## config.mk

```make
export PLATFORM = sky130hd
export DESIGN_NAME = mem_bus_arbiter
export DESIGN_NICKNAME = d
export VERILOG_FILES = /design/src/rtl/mem_bus_arbiter.sv
export SDC_FILE = /design/constraint.sdc
export NUM_CORES = 1
export LEC_CHECK = 0
export CORE_MARGIN = 2
export CORE_UTILIZATION = 39
export DETAILED_ROUTE_END_ITERATION = 10
export PLACE_DENSITY = 0.85
export SKIP_LAST_GASP = 1
export SLEW_MARGIN = 20
export SYNTH_ARGS = -nofsm -noshare
export SYNTH_HDL_FRONTEND = slang
export SYNTH_SLANG_ARGS = --single-unit
```

## constraint.sdc

```tcl
create_clock -name clk -period 1.95 [get_ports clk]
set_clock_uncertainty 0.05 [all_clocks]
set_input_delay 0.4875 -clock clk [delete_from_list [all_inputs] [get_ports clk]]
set_output_delay 0.4875 -clock clk [all_outputs]
set_load 0.01 [all_outputs]
```

## src/rtl/mem_bus_arbiter.sv

```systemverilog
// mem_bus_arbiter: two-master, one-slave round-robin arbiter for the single-port
// program/data memory, with a slave-ack timeout that turns into an error response.
module mem_bus_arbiter #(
    parameter int unsigned ADDR_WIDTH     = 32,
    parameter int unsigned DATA_WIDTH     = 32,
    parameter int unsigned TIMEOUT_CYCLES = 255
) (
    input  logic                    clk,
    input  logic                    reset,
    // master 0: CPU load/store port
    input  logic                    m0_req,
    input  logic                    m0_we,
    input  logic [ADDR_WIDTH-1:0]   m0_addr,
    input  logic [DATA_WIDTH-1:0]   m0_wdata,
    input  logic [DATA_WIDTH/8-1:0] m0_wstrb,
    output logic                    m0_ack,
    output logic                    m0_err,
    output logic [DATA_WIDTH-1:0]   m0_rdata,
    // master 1: UART loader / DMA engine
    input  logic                    m1_req,
    input  logic                    m1_we,
    input  logic [ADDR_WIDTH-1:0]   m1_addr,
    input  logic [DATA_WIDTH-1:0]   m1_wdata,
    input  logic [DATA_WIDTH/8-1:0] m1_wstrb,
    output logic                    m1_ack,
    output logic                    m1_err,
    output logic [DATA_WIDTH-1:0]   m1_rdata,
    // memory side
    output logic                    s_rd,
    output logic                    s_wr,
    output logic [ADDR_WIDTH-1:0]   s_addr,
    output logic [DATA_WIDTH-1:0]   s_wdata,
    output logic [DATA_WIDTH/8-1:0] s_wstrb,
    input  logic [DATA_WIDTH-1:0]   s_rdata,
    input  logic                    s_ack
);

    localparam int unsigned STRB_W = DATA_WIDTH / 8;
    localparam int unsigned CNT_W  = (TIMEOUT_CYCLES < 2) ? 1 : $clog2(TIMEOUT_CYCLES);
    localparam logic [CNT_W-1:0] CNT_LAST = CNT_W'(TIMEOUT_CYCLES - 1);

    typedef enum logic [1:0] {IDLE, BUSY, RESP} state_t;

    state_t                state_q, state_d;
    logic                  grant_q, grant_d;
    logic                  last_grant_q, last_grant_d;
    logic                  we_q, we_d;
    logic                  err_q, err_d;
    logic [CNT_W-1:0]      cnt_q, cnt_d;
    logic [DATA_WIDTH-1:0] rdata_q, rdata_d;
    logic [ADDR_WIDTH-1:0] addr_q, addr_d;
    logic [DATA_WIDTH-1:0] wdata_q, wdata_d;
    logic [STRB_W-1:0]     wstrb_q, wstrb_d;

    logic any_req;
    logic pick;
    logic timeout_hit;

    // On a tie the master that was not served last wins.
    assign any_req     = m0_req | m1_req;
    assign pick        = (m0_req & m1_req) ? ~last_grant_q : m1_req;
    assign timeout_hit = (TIMEOUT_CYCLES != 0) && (cnt_q == CNT_LAST);

    // State register.
    always_ff @(posedge clk) begin
        if (!reset) state_q <= IDLE;
        else        state_q <= state_d;
    end

    // Next-state logic; s_ack beats a same-cycle timeout.
    always_comb begin
        state_d = state_q;
        case (state_q)
            IDLE:    if (any_req) state_d = BUSY;
            BUSY:    if (s_ack || timeout_hit) state_d = RESP;
            RESP:    state_d = IDLE;
            default: state_d = IDLE;
        endcase
    end

    // Datapath next values: request latch, wait counter, response capture.
    always_comb begin
        grant_d      = grant_q;
        last_grant_d = last_grant_q;
        we_d         = we_q;
        err_d        = err_q;
        cnt_d        = cnt_q;
        rdata_d      = rdata_q;
        addr_d       = addr_q;
        wdata_d      = wdata_q;
        wstrb_d      = wstrb_q;
        case (state_q)
            IDLE: begin
                if (any_req) begin
                    grant_d = pick;
                    we_d    = pick ? m1_we    : m0_we;
                    addr_d  = pick ? m1_addr  : m0_addr;
                    wdata_d = pick ? m1_wdata : m0_wdata;
                    wstrb_d = pick ? m1_wstrb : m0_wstrb;
                    cnt_d   = '0;
                    err_d   = 1'b0;
                end
            end
            BUSY: begin
                cnt_d = cnt_q + CNT_W'(1);
                if (s_ack) begin
                    rdata_d = we_q ? '0 : s_rdata;
                    err_d   = 1'b0;
                end else if (timeout_hit) begin
                    rdata_d = '0;
                    err_d   = 1'b1;
                end
            end
            RESP: begin
                last_grant_d = grant_q;
                cnt_d        = '0;
                err_d        = 1'b0;
                rdata_d      = '0;
            end
            default: ;
        endcase
    end

    // Datapath registers; reset clears everything visible on the slave side.
    always_ff @(posedge clk) begin
        if (!reset) begin
            grant_q      <= 1'b0;
            last_grant_q <= 1'b1;
            we_q         <= 1'b0;
            err_q        <= 1'b0;
            cnt_q        <= '0;
            rdata_q      <= '0;
            addr_q       <= '0;
            wdata_q      <= '0;
            wstrb_q      <= '0;
        end else begin
            grant_q      <= grant_d;
            last_grant_q <= last_grant_d;
            we_q         <= we_d;
            err_q        <= err_d;
            cnt_q        <= cnt_d;
            rdata_q      <= rdata_d;
            addr_q       <= addr_d;
            wdata_q      <= wdata_d;
            wstrb_q      <= wstrb_d;
        end
    end

    // Outputs: strobes while BUSY, a single ack/err/rdata pulse to the granted master in RESP.
    always_comb begin
        s_rd     = 1'b0;
        s_wr     = 1'b0;
        s_addr   = addr_q;
        s_wdata  = wdata_q;
        s_wstrb  = wstrb_q;
        m0_ack   = 1'b0;
        m0_err   = 1'b0;
        m0_rdata = '0;
        m1_ack   = 1'b0;
        m1_err   = 1'b0;
        m1_rdata = '0;
        case (state_q)
            BUSY: begin
                s_rd = ~we_q;
                s_wr = we_q;
            end
            RESP: begin
                if (grant_q) begin
                    m1_ack   = 1'b1;
                    m1_err   = err_q;
                    m1_rdata = rdata_q;
                end else begin
                    m0_ack   = 1'b1;
                    m0_err   = err_q;
                    m0_rdata = rdata_q;
                end
            end
            default: ;
        endcase
    end

endmodule

```

## Word-level counts from Yosys, hierarchy flattened

Index checks and enable logic that the tools add are counted.
Widths: inputs -> output; s select.

| storage, ports and cells | value |
|---|---|
| bits in latches | 0 |
| register bits after elaboration | 114 |
| output and inout bits | 138 |
| memory bits (read-only) | 0 |
| bits of input ports | 175 |
| memory bits (writable) | 0 |
| memories | 0 |
| logic and storage cells | 62 |

| cells by class | value |
|---|---|
| equality and inequality tests | 6 |
| multipliers | 0 |
| order comparisons | 0 |
| reduce and logical (&&, ||, !) cells | 9 |
| muxes and demuxes | 32 |
| div/mod/pow operators | 0 |
| $add $sub $neg | 1 |
| bitwise gates (word level) | 4 |
| shift operators | 0 |

Operators by type and width:

| kind | number |
|---|---|
| $mux 32 | 9 |
| $pmux 32 s2 | 1 |
| $pmux 8 s3 | 1 |
| $mux 1 | 15 |
| $add 8x1->8 const B | 1 |
| $eq 8x8->1 const B | 1 |
| $mux 8 | 1 |
| $reduce_and 2->1 | 4 |
| $mux 2 | 2 |
| $mux 4 | 1 |
| $ne 2x2->1 const B | 2 |
| $pmux 2 s2 | 1 |
| $ne 3x3->1 const B | 1 |
| $pmux 1 s3 | 1 |
| $reduce_and 3->1 | 1 |
| $reduce_bool 3->1 | 1 |
| $eq 2x1->1 const B | 1 |
| $eq 2x2->1 const B | 1 |
| $logic_not 2->1 | 1 |
| $not 1->1 | 2 |
| $reduce_bool 2->1 | 1 |
| $and 1x1->1 | 1 |
| $logic_or 1x1->1 | 1 |
| $or 1x1->1 | 1 |

## Logic depth before layout (Yosys ltp)

Gate-level depths: netlist (run 1).

| logic depth | value |
|---|---|
| depth in word-level cells | 4 |
| depth in mapped cells | 6 |
| depth with buffers taken out | 5 |

## Least setup slack after synthesis (run 1)

No wires, ideal clock.

| timing | value |
|---|---|
| path type | register -> output |
| from | register state_q[0] |
| to | output port m0_rdata[0] |
| arrival time | 1.230 ns |
| path buffers | 2 |
| cell stages (with the launch flop) | 5 |
| data required time | 1.412 ns |
| path slack | 0.182 ns |
| cell sequence | dfxtp_1 > and2b_1 > clkbuf_2 > clkbuf_1 > and3_1 |

| on the way | value |
|---|---|
| longest elaborated chain between the ends | 2 |

Ends and longest elaborated chain:

| element | RTL line | RTL |
|---|---|---|
| from (decl) | 44 | `state_t state_q, state_d;` |
| from (signal assigned) | 67 | `else state_q <= state_d;` |
| $eq 2x2->1 | 162 | `case (state_q)` |
| $mux 32 | 162 |  |
| to (decl) | 18 | `output logic [DATA_WIDTH-1:0] m0_rdata,` |

Every way passes these cells.

## Worst setup path after layout (run 1)

| timing | value |
|---|---|
| from | register state_q[0] |
| to | output port m1_rdata[20] |

| on the way | value |
|---|---|
| longest elaborated chain between the ends | 2 |

Ends and longest elaborated chain:

| element | RTL line | RTL |
|---|---|---|
| $eq 2x2->1 | 162 |  |
| $mux 32 | 162 |  |
| to (decl) | 27 | `output logic [DATA_WIDTH-1:0] m1_rdata,` |

Every way passes these cells.

==> results.toml, run 1 <==
[synth]
synth_top_area_share_pct = 40.4
yosysTopAreaCell = "dfxtp_1"
seq_area_frac_synth_pct = 40.4
synthTopCellsByArea = "dfxtp_1 40%, mux2i_1 12%, and3_1 7.4%"
yosysMostFrequentCell = "dfxtp_1"
syn-num-nets = 797
yosys-top-cells-count = "114 x dfxtp_1, 76 x a21oi_1, 74 x o21ai_0"
avgSynthCellArea_um2 = 9.11
synth_edf_count = 0
yosys_warnings = 0
synthArstFlopShare_pct = 0
ys_ff_latch = 114
synth_cells = 620
syn_area_um2 = 5650
synthFlopType = "dfxtp_1"
synth_cell_types = 43

[floorplanning]
die_w_um = 124
die_h_um = 124
ios = 313
core_area_um2 = 14000
die_area_um2 = 15500
fp-row-count = 43
initial_core_util_pct = 40.4

[min_path]
worstHoldPathType = "reg -> reg"

[worst_setup_path]
timing.critical_path.arrival_ns = 1.61
crit_fanout = 6
endpoint_kind = "output port"
criticalPathCategory = "reg -> out"
required_ns = 1.41
startpoint_type = "register"

[global_route]
antenna_found_initial = 1
grt_max_degree = 117
track_usage_pct = 25.5
grt_pass1_vias = 5946
grt.overflow.total = 0
grt_pass1_wl_um = 31700

[status]
status = "complete, but fails checks"
violations = "setup timing"

[place]
gp_congestion = 0.834
dp_hpwl_um = 13900
io_buffer_count = 312
placed_cell_area_um2 = 9100

[timing]
max_slew_margin_pct = 68.8
hold_viol_final = 0
tightest_slew_ns = 0.468
min_period_ns = 2.14
setup_ws_ns = -0.193
setup_violations = 68
rsz0062_at_grt = "true"
maxSlewViolCount = 0
fin_crit_sh_pct = 110
timing.fmax_mhz = 467

[detailed_routing]
initialDrtViolationCount = 301
drc = 0
wire_per_inst_um = 17.9
vias = 6156
dr.pass1.iters = 5
ant_nets = 0
drt-total-wl_um = 20200
vias_per_cell = 5.48

[power]
p_total_mw = 7.41
power_leakage_nw = 3.99
ir_drop_mv = 0.516
pwr_density_cell_nw_per_um2 = 756

[clock_tree]
cts_tree = "yes"
clock_path_buffers = 2
clk_pin_slew_worst_paths_ns = 0.05
root_buffer = "clkbuf_16"
clock_sinks = 114
clk-insertion-delay-late_ns = 0.41
cts_buffers = 17
cts_hold_buffers = 0
cts.htree.levels = 4

[run]
drv_cap = 0

[final_layout]
synthToLayoutAreaGrowth_pct = 73.7
antenna_cells = 0
fin_nets = 1108
drive_gt1_share_pct = 22.9
fin_area_um2 = 9810
[metal layers]
layer | global-route usage [%] | wire length [um] | up-vias
met2 | 44.3 | 10200 | 290
met3 | 6.06 | 1290 | 55
met5 | 0 | 0 | -
li1 | - | - | 2940
met4 | 12.7 | 831 | 0
met1 | 29.1 | 7810 | 2871
[metrics by stage]
step                utilization, %  hold slack, ns  TNS [ns]  cells  worst slack, ns
floorplan                        -           0.383         0    620            0.182
finish                        70.1           0.439     -8.55   1124           -0.193
detailed placement            65.0           0.427    -10.74   1083           -0.175
global route                  70.1           0.478    -12.63   1124           -0.249
CTS                           70.3           0.434    -11.96   1127           -0.242
global placement              65.0           0.411     -7.09   1083           -0.132
[layout by cell type, fill, tap and decap left out, types with 2 or more instances in the layout]
cell type,instances
clkbuf_1,2
a22oi_1,32
buf_2,42
nand4_1,34
and3_4,26
dfxtp_2,2
o21ai_0,74
clkinvlp_4,3
clkinv_2,5
nand2_1,10
clkdlybuf4s50_1,241
dfxtp_1,112
a31oi_1,4
buf_4,25
clkbuf_16,18
a21boi_2,29
inv_1,2
and3_1,41
nor2_1,9
nand3_1,3
mux2i_1,69
bufinv_16,2
a21boi_0,3
ha_1,2
buf_16,3
clkdlybuf4s15_2,2
buf_6,32
nor2b_1,2
buf_12,11
and2_1,2
a21oi_1,76
clkbuf_8,3
[logic make-up after synthesis]
group,after synthesis,synth area share [%]
buf+inv,70,6.32
fa+ha+maj,2,0.443
compound gates,226,25.4
flops,114,40.4
mux,69,12.2
simple gates,139,15.2
[state kept, by name, summed over array words and instances, names as in the netlist]
| name | flops |
|---|---|
| last_grant_q | 1 |
| s_wstrb | 4 |
| state_q | 2 |
| cnt_q | 8 |
| we_q | 1 |
| rdata_q | 32 |
| err_q | 1 |
| s_addr | 32 |
| grant_q | 1 |
| s_wdata | 32 |
[repair_timing]
action                     in CTS  in global routing
gates resized for setup       293                 56
cloned                          5                  1
setup endpoints to repair      70                 70
buffers inserted                7                  0
[report_power, final]
part	switching [mW]	internal [mW]	leakage [nW]	total [mW]
registers	0.137	2.55	0.941	2.69
clock network	1.07	1.97	0.282	3.04
logic	0.729	0.954	2.76	1.68
[final timing paths]
kind	from	to	slack, ns	depth (start not counted)
worst min register to register	cnt_q[4]$_SDFFE_PN0P_	cnt_q[4]$_SDFFE_PN0P_	0.44	1
worst max register to register	state_q[1]$_SDFFE_PN0P_	rdata_q[1]$_SDFFE_PN0P_	0.38	7
worst min-delay path	cnt_q[4]$_SDFFE_PN0P_	cnt_q[4]$_SDFFE_PN0P_	0.44	1
worst max-delay path	state_q[0]$_SDFFE_PN0P_	m1_rdata[20]	-0.19	5
[cell type report]
type / instances / area [um^2]
fillers: 1069 / 4180
repair buffers: 359 / 3540
multi-input cells: 436 / 3160
flip-flops and latches: 114 / 2280
clock buffers: 22 / 474
well taps: 180 / 225
clock inverters: 10 / 108
inverters: 3 / 11.3
[critical path, stage by stage (launching register included)]
cell and delay (ns):
dfxtp_2 0.32, and2b_4 0.32, buf_6 0.15, clkbuf_16 0.14, and3_4 0.18, buf_6 0.09
(Power assumes the default switching activity.)
==> inputs of run 2 (changes only) <==
--- a/config.mk
+++ b/config.mk
@@ -7,6 +7,7 @@
 export LEC_CHECK = 0
 export CORE_MARGIN = 2
 export CORE_UTILIZATION = 39
+export CTS_CLUSTER_DIAMETER = 200
 export DETAILED_ROUTE_END_ITERATION = 10
 export PLACE_DENSITY = 0.85
 export SKIP_LAST_GASP = 1
==> results of run 2 <==
The final DEF is identical to that of run 1; final timing and power are the same.
==> inputs of run 3 (changes only) <==
--- a/config.mk
+++ b/config.mk
@@ -7,9 +7,9 @@
 export LEC_CHECK = 0
 export CORE_MARGIN = 2
 export CORE_UTILIZATION = 39
-export CTS_CLUSTER_DIAMETER = 200
 export DETAILED_ROUTE_END_ITERATION = 10
 export PLACE_DENSITY = 0.85
+export RECOVER_POWER = 50
 export SKIP_LAST_GASP = 1
 export SLEW_MARGIN = 20
 export SYNTH_ARGS = -nofsm -noshare
==> run 3 against run 2 <==
  * The flow still finishes with violations (setup timing)
  * Count of clock-buffer cells in the layout stayed put
  * Worst hold slack worse by 0.013 ns
  * Maximum frequency is essentially flat
  * Final cell count did not move
  * Sequential power about the same
  * Critical path depth stayed put
  * Non-clock buffer count unchanged
  * Critical path type unchanged
  * Highest routed layer unchanged
==> results.toml, run 3 (same netlist as run 1, synthesis figures left out) <==
[timing]
setup_violations = 88
setup_ws_ns = -0.193
maxSlewViolCount = 0
tightest_slew_ns = 0.628
hold_viol_final = 0
rsz0062_at_grt = "true"
fin_crit_sh_pct = 110
fin_setup_tns_ns = -8.93
timing.fmax_mhz = 467
max_slew_margin_pct = 58.2
min_period_ns = 2.14

[global_route]
grt_max_degree = 117
grt_pass1_wl_um = 31700
track_usage_pct = 25.5
antenna_found_initial = 1
met1_usage_pct = 29.1
grt.busiest_layer = "met2"
grt.overflow.total = 0
grt_pass1_vias = 5946
grt_util_met3_pct = 6.06
grt_use_met2_pct = 44.3

[floorplanning]
initial_core_util_pct = 40.4
ios = 313
die_w_um = 124
die_area_um2 = 15500
die_h_um = 124
core_area_um2 = 14000
fp-row-count = 43

[place]
gp_congestion = 0.834
dp_hpwl_um = 13900
placed_cell_area_um2 = 9100
io_buffer_count = 312

[final_layout]
utilization_pct = 69.7
layout_common_cells = "240 x clkdlybuf4s50_1, 113 x dfxtp_1, 76 x a21oi_1"
fin_area_um2 = 9750
drive_gt1_share_pct = 22.1
synthToLayoutAreaGrowth_pct = 72.7
fill_cells = 1079
layout_commonest_cell = "clkdlybuf4s50_1"
regArea_um2 = 2280
fin_nets = 1108
multiInputGateArea_um2 = 3140
antenna_cells = 0

[worst_setup_path]
endpoint_kind = "output port"
crit_path_frequent_cell = "buf_6"
cp_top_family = "simple AND/OR/NAND/NOR gates"
path_cells = "and2b_4 > buf_6 > buf_16 > and3_4 > buf_6"
timing.critical_path.arrival_ns = 1.61
startpoint_type = "register"
worstSetupStartpoint = "state_q[0]$_SDFFE_PN0P_"
crit-reg2reg-launch = "state_q[1]$_SDFFE_PN0P_"
cp.depth = 5
crit_slowest_cell = "dfxtp_2"
cp_num_buf_inv = 3
crit_fanout = 6
criticalPathCategory = "reg -> out"
reg2reg_depth = 7
slowest_delay_ns = 0.32
required_ns = 1.41

[detailed_routing]
initialDrtViolationCount = 326
drc = 0
drt-total-wl_um = 20100
dr.pass1.iters = 4
vias_per_cell = 5.47
ant_nets = 0
vias = 6144
wire_per_inst_um = 17.9

[clock_tree]
clock_path_buffers = 2
cts_tree = "yes"
cts_buffers = 17
cts.htree.levels = 4
clk-insertion-delay-late_ns = 0.41
clk_pin_slew_worst_paths_ns = 0.05
clock_sinks = 114
root_buffer = "clkbuf_16"
cts_hold_buffers = 0

[run]
drv_cap = 0

[min_path]
worstHoldPathType = "reg -> reg"
holdPathStages = 2
min_from = "last_grant_q$_SDFFE_PN1P_"

[power]
pwr_density_cell_nw_per_um2 = 758
power_leakage_nw = 3.94
p_total_mw = 7.39
ir_drop_mv = 0.516

[status]
violations = "setup timing"
status = "complete, but fails checks"
run 3: changes by cell type in the layout (fill, tap and decap cells not counted), sizes merged:
| cell | before | now |
|---|---|---|
| buf | 114 | 110 |
| clkbuf | 24 | 28 |
| clkdlybuf4s50 | 241 | 240 |
| dlygate4sd3 | 0 | 1 |
run 3: path summary, 6_finish.rpt:
check | endpoint | slack (ns)
max | m0_rdata[12] | -0.19
min | last_grant_q$_SDFFE_PN1P_ | 0.43
max reg2reg | rdata_q[1]$_SDFFE_PN0P_ | 0.06
min reg2reg | last_grant_q$_SDFFE_PN1P_ | 0.43
run 3: per-layer routing:
metal,wire length (um),part of all wire (%)
met4,829,4.1
met1,7760,39
met5,0,0
met3,1290,6.4
met2,10200,51
run 3: layout make-up:
class                      count  share of cell area (%)
tap                          180                    2.31
inverter                       3                   0.115
clock inverter                10                    1.10
clock buffer                  22                    4.86
sequential                   114                    23.4
timing repair buffer         359                    36.1
multi-input combinational    436                    32.1
run 3: what timing repair did:
item	CTS	global route
buffers inserted	7	0
setup endpoints to repair	70	70
gates resized for setup	293	56
cloned	5	1
pin swaps	0	0
run 3: stage by stage:
step	std cells	hold slack [ns]	setup WS, ns
after floorplan	620	0.383	0.182
after global routing	1124	0.466	-0.249
final	1124	0.426	-0.193
after CTS	1127	0.434	-0.242
after detailed placement	1083	0.427	-0.175
after global placement	1083	0.411	-0.132
run 3: worst reg2reg max path: stages, from the launching register on:
cell,delay (ns)
dfxtp_1,0.34
clkbuf_1,0.22
and2b_2,0.25
clkbuf_1,0.26
nor2_4,0.17
buf_8,0.23
a22oi_1,0.11
a21boi_0,0.19
run 3: power by group:
part           switching, mW  internal, mW
Clock                   1.07          1.97
Sequential             0.136          2.55
Combinational          0.726         0.944
